[src/rtl/register_bit.sv]
`default_nettype none
// ============================================================================
// Module   : register_bit
// Purpose  : WIDTH-bit register with load, shift left/right, sync clear,
//            serial out and zero/parity status flags.
// Revision : 1.0 - initial release
// ============================================================================
module register_bit #(
  parameter int                 WIDTH       = 7,
  parameter logic [WIDTH-1:0]   RESET_VALUE = '0
) (
  input  logic             clk,
  input  logic             res,
  input  logic [WIDTH-1:0] d,
  output logic [WIDTH-1:0] q,
  input  logic             en,
  input  logic             clr,
  input  logic [1:0]       mode,
  input  logic             sin,
  output logic             sout,
  output logic             zero,
  output logic             parity
);

  localparam logic [1:0] c_mode_hold  = 2'b00;
  localparam logic [1:0] c_mode_load  = 2'b01;
  localparam logic [1:0] c_mode_shl   = 2'b10;
  localparam logic [1:0] c_mode_shr   = 2'b11;

  logic [WIDTH-1:0] r_q;
  logic [WIDTH-1:0] w_q_next;
  logic             w_sout;

  // Clear outranks enable; with enable low the register simply holds.
  always_comb begin
    w_q_next = r_q;
    if (clr) begin
      w_q_next = RESET_VALUE;
    end else if (en) begin
      case (mode)
        c_mode_hold: w_q_next = r_q;
        c_mode_load: w_q_next = d;
        c_mode_shl:  w_q_next = {r_q[WIDTH-2:0], sin};
        c_mode_shr:  w_q_next = {sin, r_q[WIDTH-1:1]};
        default:     w_q_next = r_q;
      endcase
    end
  end

  always_ff @(posedge clk or negedge res) begin
    if (!res) begin
      r_q <= RESET_VALUE;
    end else begin
      r_q <= w_q_next;
    end
  end

  // Serial output shows the bit that the selected shift would push out.
  always_comb begin
    w_sout = 1'b0;
    case (mode)
      c_mode_shl: w_sout = r_q[WIDTH-1];
      c_mode_shr: w_sout = r_q[0];
      default:    w_sout = 1'b0;
    endcase
  end

  assign q      = r_q;
  assign sout   = w_sout;
  assign zero   = ~|r_q;
  assign parity = ^r_q;

endmodule
`default_nettype wire

[config.mk]
export PLATFORM = sky130hd
export DESIGN_NAME = register_bit
export DESIGN_NICKNAME = d
export VERILOG_FILES = /design/src/rtl/register_bit.sv
export SDC_FILE = /design/constraint.sdc
export NUM_CORES = 1
export LEC_CHECK = 0
export ABC_AREA = 1
export CORE_UTILIZATION = 40
export CTS_CLUSTER_DIAMETER = 50
export DETAILED_ROUTE_END_ITERATION = 6
export PLACE_DENSITY_LB_ADDON = 0.3
export SYNTH_ARGS = -nofsm -noshare
export SYNTH_HDL_FRONTEND = slang
export SYNTH_SLANG_ARGS = --single-unit
[constraint.sdc]
create_clock -name clk -period 1.9 [get_ports clk]
set_clock_uncertainty 0.2 [all_clocks]
set_input_delay 0.19 -clock clk [delete_from_list [all_inputs] [get_ports clk]]
set_output_delay 0.19 -clock clk [all_outputs]
set_load 0.02 [all_outputs]
==> results of run 1 <==
-- cells by family after synthesis --
kind of cell	Yosys count	synth area share, %
adder cells (fa/ha/maj)	3	6.21
AO/OA/AOI/OAI	2	2.69
buffers and inverters	14	12.4
flip-flops	7	29.0
XOR/XNOR	3	4.35
AND/OR/NAND/NOR	57	45.3
-- worst paths after layout --
path / endpoint / slack [ns] / cells past startpoint / startpoint
min: q[3] / -0.003 / 1 / res
min in group clk: q[5] / 0.41 / 5 / d[5]
max in group asynchronous: q[0] / 1.25 / 1 / res
max: parity / 0.07 / 6 / q[2]
max reg2reg: q[4] / 0.76 / 5 / q[5]
min reg2reg: q[0] / 0.43 / 3 / q[0]
-- cell usage after synthesis --
cell type,number
sky130_fd_sc_hd__nand3_1,29
sky130_fd_sc_hd__nand2_1,25
sky130_fd_sc_hd__inv_1,10
sky130_fd_sc_hd__dfrtp_1,7
sky130_fd_sc_hd__buf_6,3
sky130_fd_sc_hd__ha_1,3
sky130_fd_sc_hd__xnor2_1,2
sky130_fd_sc_hd__inv_2,1
sky130_fd_sc_hd__nor2_4,1
sky130_fd_sc_hd__nor3_4,1
sky130_fd_sc_hd__nor3b_1,1
sky130_fd_sc_hd__o21ai_2,1
sky130_fd_sc_hd__o31ai_1,1
sky130_fd_sc_hd__xor2_1,1
-- power breakdown --
part | switching [mW] | total [mW] | internal [mW]
registers | 0.00561 | 0.162 | 0.156
clock network | 0.0567 | 0.137 | 0.0803
logic | 0.103 | 0.198 | 0.0955
total | 0.165 | 0.497 | 0.332
-- what timing repair did --
| item | CTS | global route |
|---|---|---|
| buffers inserted | 0 | 0 |
| pin swaps | 0 | 1 |
| endpoints found under the hold margin | 0 | 0 |
| resized for setup | 8 | 4 |
| setup endpoints to repair | 3 | 2 |
-- per-stage QoR --
stage,setup WS (ns),total power [mW],instance area (sq um),cells
2_1_floorplan,0.258,0.264,604,86
3_3_place_gp,-0.105,0.355,917,134
3_5_place_dp,-0.130,0.361,917,134
4_1_cts,-0.00219,0.498,956,138
5_1_grt,0.00445,0.525,965,138
6_report,0.0734,0.497,965,138
-- cell type report --
class	instances	area share, %
repair buffers	36	32.8
clock buffers	4	2.72
flip-flops and latches	7	18.2
well taps	15	1.95
inverters	11	4.28
multi-input cells	65	40.1
-- metal layers --
| layer | track usage (%) | up-vias | wire [microns] |
|---|---|---|---|
| met5 | 0 | - | 0 |
| met4 | 7.50 | 0 | 23 |
| met3 | 5.43 | 6 | 138 |
| met2 | 44.9 | 41 | 976 |
| met1 | 27.8 | 325 | 705 |
| li1 | - | 360 | - |
-- critical path, delay by kind of cell (launching register included) --
kind / cells / cell delay, ns
DFF: 1 / 0.34
adders and majority gates: 1 / 0.33
buffers and inverters: 2 / 0.20
xor gates and xnor gates: 1 / 0.17
and+or+nand+nor: 2 / 0.13
==> flow_summary.json, run 1 <==
{
  "yosysSeqAreaShare_pct": 29.0,
  "timing_max_transition_violations_final": 0,
  "leading_cell_type_in_the_layout_fill_and_taps_excluded": "sky130_fd_sc_hd__nand3_1",
  "yosysWarnings": 0,
  "finalHoldWorstSlack_ns": -0.00301,
  "wl_microns": 1840,
  "first_pass_grt_wire_length_microns": 2650,
  "postSynthRegisterBits": 7,
  "cp_data_required_time_ns": 1.51,
  "final-setup-viol-count": 0,
  "finalCritPeriodShare_pct": 96.1,
  "mostFrequentLayoutCells": "sky130_fd_sc_hd__nand3_1 (29), sky130_fd_sc_hd__nand2_1 (25), sky130_fd_sc_hd__clkdlybuf4s50_1 (20)",
  "maxCapViolations": 0,
  "synth.cell_area_sq_um": 604,
  "drive_above_1_share_pct": 20.3,
  "top_area_cells_in_the_synthesized_netlist": "sky130_fd_sc_hd__dfrtp_1 (29%), sky130_fd_sc_hd__nand3_1 (24%), sky130_fd_sc_hd__nand2_1 (16%)",
  "timing.setup.tns_ns": 0,
  "gp_congestion": 0.848,
  "fp.dieH_microns": 40.9,
  "utilization_pct": 71.5,
  "diodes": 0,
  "data_arrival_time_at_the_worst_slack_endpoint_ns": 1.44,
  "vdd_ir_drop_max_mv": 0.434,
  "grt_pass1_vias": 642,
  "critical-path-top-cell-by-count": "sky130_fd_sc_hd__nand2_1",
  "outcome": "complete, but fails checks",
  "largest_area_contributor_in_the_netlist": "sky130_fd_sc_hd__dfrtp_1",
  "total_of_hold_buffers_inserted_after_clock_tree_synthesis": 0,
  "cts_max_level": 1,
  "synth.distinct_cells": 14,
  "leakagePower_nw": 0.477,
  "clkSlewWorstSetupHoldPaths_ns": 0.06,
  "overall_via_count_from_detail_route": 732,
  "route.detailed.vias_per_inst": 5.30,
  "drt.antenna.violating_nets": 0,
  "largest_reg_flops": 7,
  "pin_count_of_the_biggest_net_entering_global_routing": 10,
  "period_minus_slack_ns": 1.83,
  "tritoncts_clock_tree": "yes",
  "post-synth-top-area-fraction_pct": 29.0,
  "cts_num_sinks": 7,
  "critical_path.endpoint_type": "output port",
  "max_slew_margin_pct": 77.9,
  "unrepaired_setup_endpoints_after_global_routing": "no",
  "syn2layout_area_growth_pct": 59.6,
  "multi_input_comb_area_sq_um": 387,
  "critical_path_peak_fanout": 2,
  "filler_cell_count": 116,
  "tightest_slew_ns": 0.331,
  "drt_pre_antenna_iters": 4,
  "core_sq_mm": 0.00135,
  "hp-class": "in -> async",
  "crit_type": "reg -> out",
  "worst_skew_pair.late_latency_ns": 0.25,
  "worst_path_largest_cell_delay_ns": 0.34,
  "clockBufferDepth": 2,
  "detail_route.iter0.violations": 34,
  "detail_route.wl_per_cell_microns": 13.4,
  "start_util_pct": 44.8,
  "grt_usage_pct": 24.6,
  "overflow": 0,
  "nNetsFinal": 141,
  "critical_path.cell_chain": "inv_1 -> ha_1 -> xor2_1 -> nand2_1 -> nand2_1 -> buf_2",
  "crit_path_start_kind": "register",
  "port_buffers": 23,
  "cpMaxStageDelayCell": "sky130_fd_sc_hd__dfrtp_1",
  "chipWidth_microns": 40.9,
  "remaining_drc_errors": 0,
  "ff_latch_area_sq_um": 175,
  "synth_fp_nets": 103,
  "number_of_buffers_created_by_cts": 3,
  "grt_antenna_before_repair": 0,
  "rows": 13,
  "p_per_area_mw_per_mm2": 515,
  "netlist_instances": 86,
  "die_area_sq_mm": 0.00167,
  "syn_avg_cell_area_sq_um": 7.03,
  "cts_root_buf": "sky130_fd_sc_hd__clkbuf_4",
  "design.portCount": 24,
  "fmax_mhz": 547,
  "dp_hpwl_microns": 1400,
  "number_of_hold_violations_in_the_final_report": 4,
  "failed_checks": "hold timing"
}
No activity file was read; power rests on OpenSTA's default activity.
==> inputs of run 2 (changes only) <==
Settings changed: CORE_ASPECT_RATIO from default to 1.4, CORE_UTILIZATION 40 to 30.
==> flow_summary.json, run 2 (synthesis results as in run 1) <==
{
  "tritoncts_clock_tree": "yes",
  "cp_data_required_time_ns": 1.51,
  "worst_path_largest_cell_delay_ns": 0.59,
  "finalHoldWorstSlack_ns": -0.00579,
  "stdcell_area_sq_um": 951,
  "crit_path_start_kind": "register",
  "die_area_sq_mm": 0.00220,
  "route.detailed.vias_per_inst": 4.82,
  "finalCritPeriodShare_pct": 97.5,
  "diodes": 0,
  "switching_share_pct": 32.7,
  "number_of_hold_violations_in_the_final_report": 7,
  "timing_max_transition_violations_final": 0,
  "comb_power_share_pct": 38.9,
  "cts_max_level": 1,
  "worst_skew_pair.late_latency_ns": 0.25,
  "critical_path.cell_chain": "buf_4 -> clkdlybuf4s50_1",
  "dpl-instance-area_sq_um": 916,
  "syn2layout_area_growth_pct": 57.3,
  "drive_above_1_share_pct": 18.9,
  "critical_path.endpoint_type": "output port",
  "clkSlewWorstSetupHoldPaths_ns": 0.05,
  "grt_usage_pct": 17.8,
  "p_per_area_mw_per_mm2": 513,
  "design.portCount": 24,
  "nNetsFinal": 140,
  "wl_microns": 1690,
  "grt_antenna_before_repair": 0,
  "remaining_drc_errors": 0,
  "switching_power_mw": 0.160,
  "vdd_ir_drop_max_mv": 0.405,
  "fp.dieH_microns": 55.1,
  "gp_congestion": 0.832,
  "max_slew_margin_pct": 79.0,
  "mostFrequentLayoutCells": "sky130_fd_sc_hd__nand3_1 (29), sky130_fd_sc_hd__nand2_1 (25), sky130_fd_sc_hd__clkdlybuf4s50_1 (20)",
  "chipWidth_microns": 39.9,
  "number_of_buffers_created_by_cts": 3,
  "seq_power_share_pct": 33.1,
  "cts_num_sinks": 7,
  "final-setup-viol-count": 0,
  "filler_cell_count": 179,
  "power_report.internal_total_mw": 0.328,
  "cts_root_buf": "sky130_fd_sc_hd__clkbuf_4",
  "largest_reg_flops": 7,
  "outcome": "complete, but fails checks",
  "detail_route.wl_per_cell_microns": 11.9,
  "period_minus_slack_ns": 1.85,
  "timing.setup.tns_ns": 0,
  "core_sq_mm": 0.00182,
  "pin_count_of_the_biggest_net_entering_global_routing": 17,
  "port_buffers": 23,
  "overflow": 0,
  "grt_pass1_vias": 626,
  "clockBufferDepth": 2,
  "tightest_slew_ns": 0.314,
  "crit_type": "reg -> out",
  "data_arrival_time_at_the_worst_slack_endpoint_ns": 1.46,
  "rows": 18,
  "start_util_pct": 33.1,
  "drt.antenna.violating_nets": 0,
  "critical_path_peak_fanout": 4,
  "hp-class": "in -> async",
  "cpMaxStageDelayCell": "sky130_fd_sc_hd__clkdlybuf4s50_1",
  "failed_checks": "hold timing",
  "unrepaired_setup_endpoints_after_global_routing": "yes",
  "leakagePower_nw": 0.471,
  "detail_route.iter0.violations": 13,
  "first_pass_grt_wire_length_microns": 2620,
  "power_frac_clock_pct": 28.0,
  "dp_hpwl_microns": 1330,
  "leading_cell_type_in_the_layout_fill_and_taps_excluded": "sky130_fd_sc_hd__nand3_1",
  "maxCapViolations": 0,
  "cts.repair_timing.setup_buffer_count": 0,
  "overall_via_count_from_detail_route": 684,
  "drt_pre_antenna_iters": 4,
  "fmax_mhz": 540
}
run 2: cell types whose count changed in the layout (fill, tap and decap cells not counted), sizes merged:
cell,before,now
buf,14,13
run 2: routing by layer:
layer  up-vias  global-route usage, %  wire, microns
li1        355                      -              -
met1       311                   19.8            731
met2        16                   30.9            894
met3         2                   1.20             49
met4         0                   12.6             12
met5         -                      0              0
run 2: cell type report:
| class | count | area (sq um) | area share [%] |
|---|---|---|---|
| tap | 20 | 25.0 | 2.63 |
| inverter | 11 | 41.3 | 4.34 |
| sequential | 7 | 175 | 18.4 |
| multi-input combinational | 65 | 374 | 39.3 |
| clock buffer | 4 | 26.3 | 2.76 |
| timing repair buffer | 35 | 309 | 32.5 |
run 2: metrics by stage:
step | worst slack, ns | power [mW] | instances | utilization, %
after global routing | -0.00832 | 0.521 | 142 | 52.1
after detailed placement | -0.110 | 0.358 | 138 | 50.2
after global placement | -0.0971 | 0.356 | 138 | 50.2
after CTS | 0.0518 | 0.488 | 142 | 51.2
final | 0.0470 | 0.487 | 142 | 52.1
after floorplan | 0.258 | 0.264 | 86 | -
run 2: critical path, delay by kind of cell, from the launching register on:
kind,cells,cell delay (ns)
DFF,1,0.45
buffers and inverters,2,0.76
run 2: power groups by stage:
stage / Combinational [mW] / Sequential, mW / Clock [mW]
floorplan: 0.0890 / 0.175 / 0
global placement: 0.192 / 0.164 / 0
detailed placement: 0.195 / 0.164 / 0
CTS: 0.186 / 0.161 / 0.141
global route: 0.207 / 0.162 / 0.152
finish: 0.190 / 0.161 / 0.136
run 2: path summary, 6_finish.rpt:
check                      from  depth (start not counted)  endpoint  slack [ns]
setup / recovery           q[6]                          2      q[6]        0.05
hold / removal              res                          1      q[6]      -0.006
setup reg to reg           q[6]                          5      q[5]        0.72
hold reg to reg            q[3]                          3      q[3]        0.43
max in group asynchronous   res                          1      q[0]        1.27
min in group clk           d[2]                          5      q[2]        0.39
run 2: timing repair:
action / 4_1_cts / 5_1_grt
hold endpoints to repair: 0 / 0
pin swaps: 0 / 1
resized for setup: 6 / 5
endpoints found under the setup margin: 3 / 2
hold buffers: 0 / 0
==> inputs of run 3 (changes only) <==
Settings changed: CORE_ASPECT_RATIO 1.4 to default, CORE_UTILIZATION 30 to 41.
==> flow_summary.json, run 3 (synthesis results as in run 1) <==
{
  "timing_max_transition_violations_final": 0,
  "hp-class": "in -> reg",
  "finalPower_mw": 0.494,
  "filler_cell_count": 115,
  "grt_antenna_before_repair": 0,
  "outcome": "complete, no violations",
  "timing.setup.tns_ns": 0,
  "number_of_hold_violations_in_the_final_report": 0,
  "dp_hpwl_microns": 1390,
  "r2r_start": "q[5]",
  "pin_count_of_the_biggest_net_entering_global_routing": 14,
  "cts_root_buf": "sky130_fd_sc_hd__clkbuf_4",
  "p_per_area_mw_per_mm2": 508,
  "cpMaxStageDelayCell": "sky130_fd_sc_hd__dfrtp_1",
  "die_area_sq_mm": 0.00163,
  "cp_data_required_time_ns": 1.51,
  "first_pass_grt_wire_length_microns": 2500,
  "largest_reg_flops": 7,
  "final_critical_path_setup_slack_ns": 0.0675,
  "worst_hold_path.endpoint": "q[3]",
  "cts_max_level": 1,
  "syn2layout_area_growth_pct": 60.7,
  "timing.reg2reg.setup_slack_ns": 0.77,
  "port_buffers": 23,
  "finalCritPeriodShare_pct": 96.4,
  "fp.dieH_microns": 40.4,
  "mostFrequentLayoutCells": "sky130_fd_sc_hd__nand3_1 (29), sky130_fd_sc_hd__nand2_1 (25), sky130_fd_sc_hd__clkdlybuf4s50_1 (20)",
  "worst_path_largest_cell_delay_ns": 0.39,
  "clockBufferDepth": 2,
  "diodes": 0,
  "critical_path.cell_chain": "inv_1 -> ha_4 -> nand2_1 -> nor3b_1 -> dlygate4sd1_1",
  "wl_microns": 1730,
  "chipWidth_microns": 40.4,
  "remaining_drc_errors": 0,
  "startpoint_of_the_tightest_hold_check_path": "d[3]",
  "number_of_buffers_created_by_cts": 3,
  "grt_usage_pct": 23.6,
  "drt_pre_antenna_iters": 4,
  "design.portCount": 24,
  "grt_pass1_vias": 599,
  "maxCapViolations": 0,
  "max_slew_margin_pct": 77.1,
  "route.detailed.vias_per_inst": 5.22,
  "dp_slack_ns": -0.133,
  "core_sq_mm": 0.00133,
  "overflow": 0,
  "data_arrival_time_at_the_worst_slack_endpoint_ns": 1.44,
  "drive_above_1_share_pct": 18.7,
  "detail_route.iter0.violations": 27,
  "start_util_pct": 45.3,
  "drt.antenna.violating_nets": 0,
  "reg2regPathDepth": 5,
  "period_minus_slack_ns": 1.83,
  "detail_route.wl_per_cell_microns": 12.6,
  "critical_path.endpoint_type": "output port",
  "tritoncts_clock_tree": "yes",
  "hold_crit_depth": 5,
  "rows": 13,
  "gp_congestion": 0.837,
  "vdd_ir_drop_max_mv": 0.348,
  "worst_skew_pair.late_latency_ns": 0.25,
  "cts_num_sinks": 7,
  "tightest_slew_ns": 0.343,
  "critical_path_peak_fanout": 2,
  "utilization_pct": 72.8,
  "nNetsFinal": 141,
  "fmax_mhz": 546,
  "crit_path_start_kind": "register",
  "reg2reg_to": "q[6]",
  "leakagePower_nw": 0.478,
  "cts.repair_timing.setup_buffer_count": 0,
  "overall_via_count_from_detail_route": 721,
  "final-setup-viol-count": 0,
  "crit_type": "reg -> out",
  "clkSlewWorstSetupHoldPaths_ns": 0.05,
  "leading_cell_type_in_the_layout_fill_and_taps_excluded": "sky130_fd_sc_hd__nand3_1"
}
==> run 3: how the worst max path moves through the flow <==
stage,startpoint,end,slack [ns]
floorplan,q[0],zero,0.26
global placement,mode[1],sout,-0.10
detailed placement,mode[1],sout,-0.13
CTS,q[4],parity,-0.02
global route,q[0],zero,-0.02
finish,q[0],zero,0.07
==> run 3: what timing repair did <==
| action | CTS | global route |
|---|---|---|
| pin swaps | 0 | 1 |
| hold endpoints to repair | 4 | 0 |
| cloned | 0 | 0 |
| hold buffers | 1 | 0 |
| endpoints found under the setup margin | 3 | 2 |
| gates resized for setup | 6 | 5 |
==> run 3: cell type report <==
type / count / area [sq um] / area share (%)
Multi-Input combinational cell: 65 / 387 / 39.8
Timing Repair Buffer: 36 / 323 / 33.2
Tap cell: 15 / 18.8 / 1.93
Clock buffer: 4 / 26.3 / 2.71
Inverter: 11 / 41.3 / 4.25
Sequential cell: 7 / 175 / 18.0
==> run 3: routing by layer <==
| metal | share of wire (%) | vias up | track usage, % |
|---|---|---|---|
| li1 | - | 359 | - |
| met1 | 45 | 338 | 29.2 |
| met2 | 51 | 22 | 40.1 |
| met3 | 3.7 | 2 | 3.33 |
| met4 | 0.35 | 0 | 10.0 |
| met5 | 0 | - | 0 |
==> run 3: critical path: cells and delay by family (launching register included) <==
kind / cells / cell delay, ns
buf+inv: 2 / 0.45
flops: 1 / 0.39
simple gates: 2 / 0.21
fa+ha+maj: 1 / 0.14
==> run 3: metrics by stage <==
stage,cells,hold slack (ns),area [sq um]
after CTS,138,0.410,957
final,138,0.418,971
after global placement,133,0.265,910
after global routing,138,0.462,971
after floorplan,86,-0.306,604
after detailed placement,133,0.273,910
==> run 3: where the power goes <==
part	switching [mW]	internal [mW]	leakage (nW)	total, mW
clock network	0.0556	0.0802	0.0150	0.136
registers	0.00638	0.156	0.0955	0.163
logic	0.0994	0.0959	0.367	0.195
total	0.161	0.332	0.478	0.494
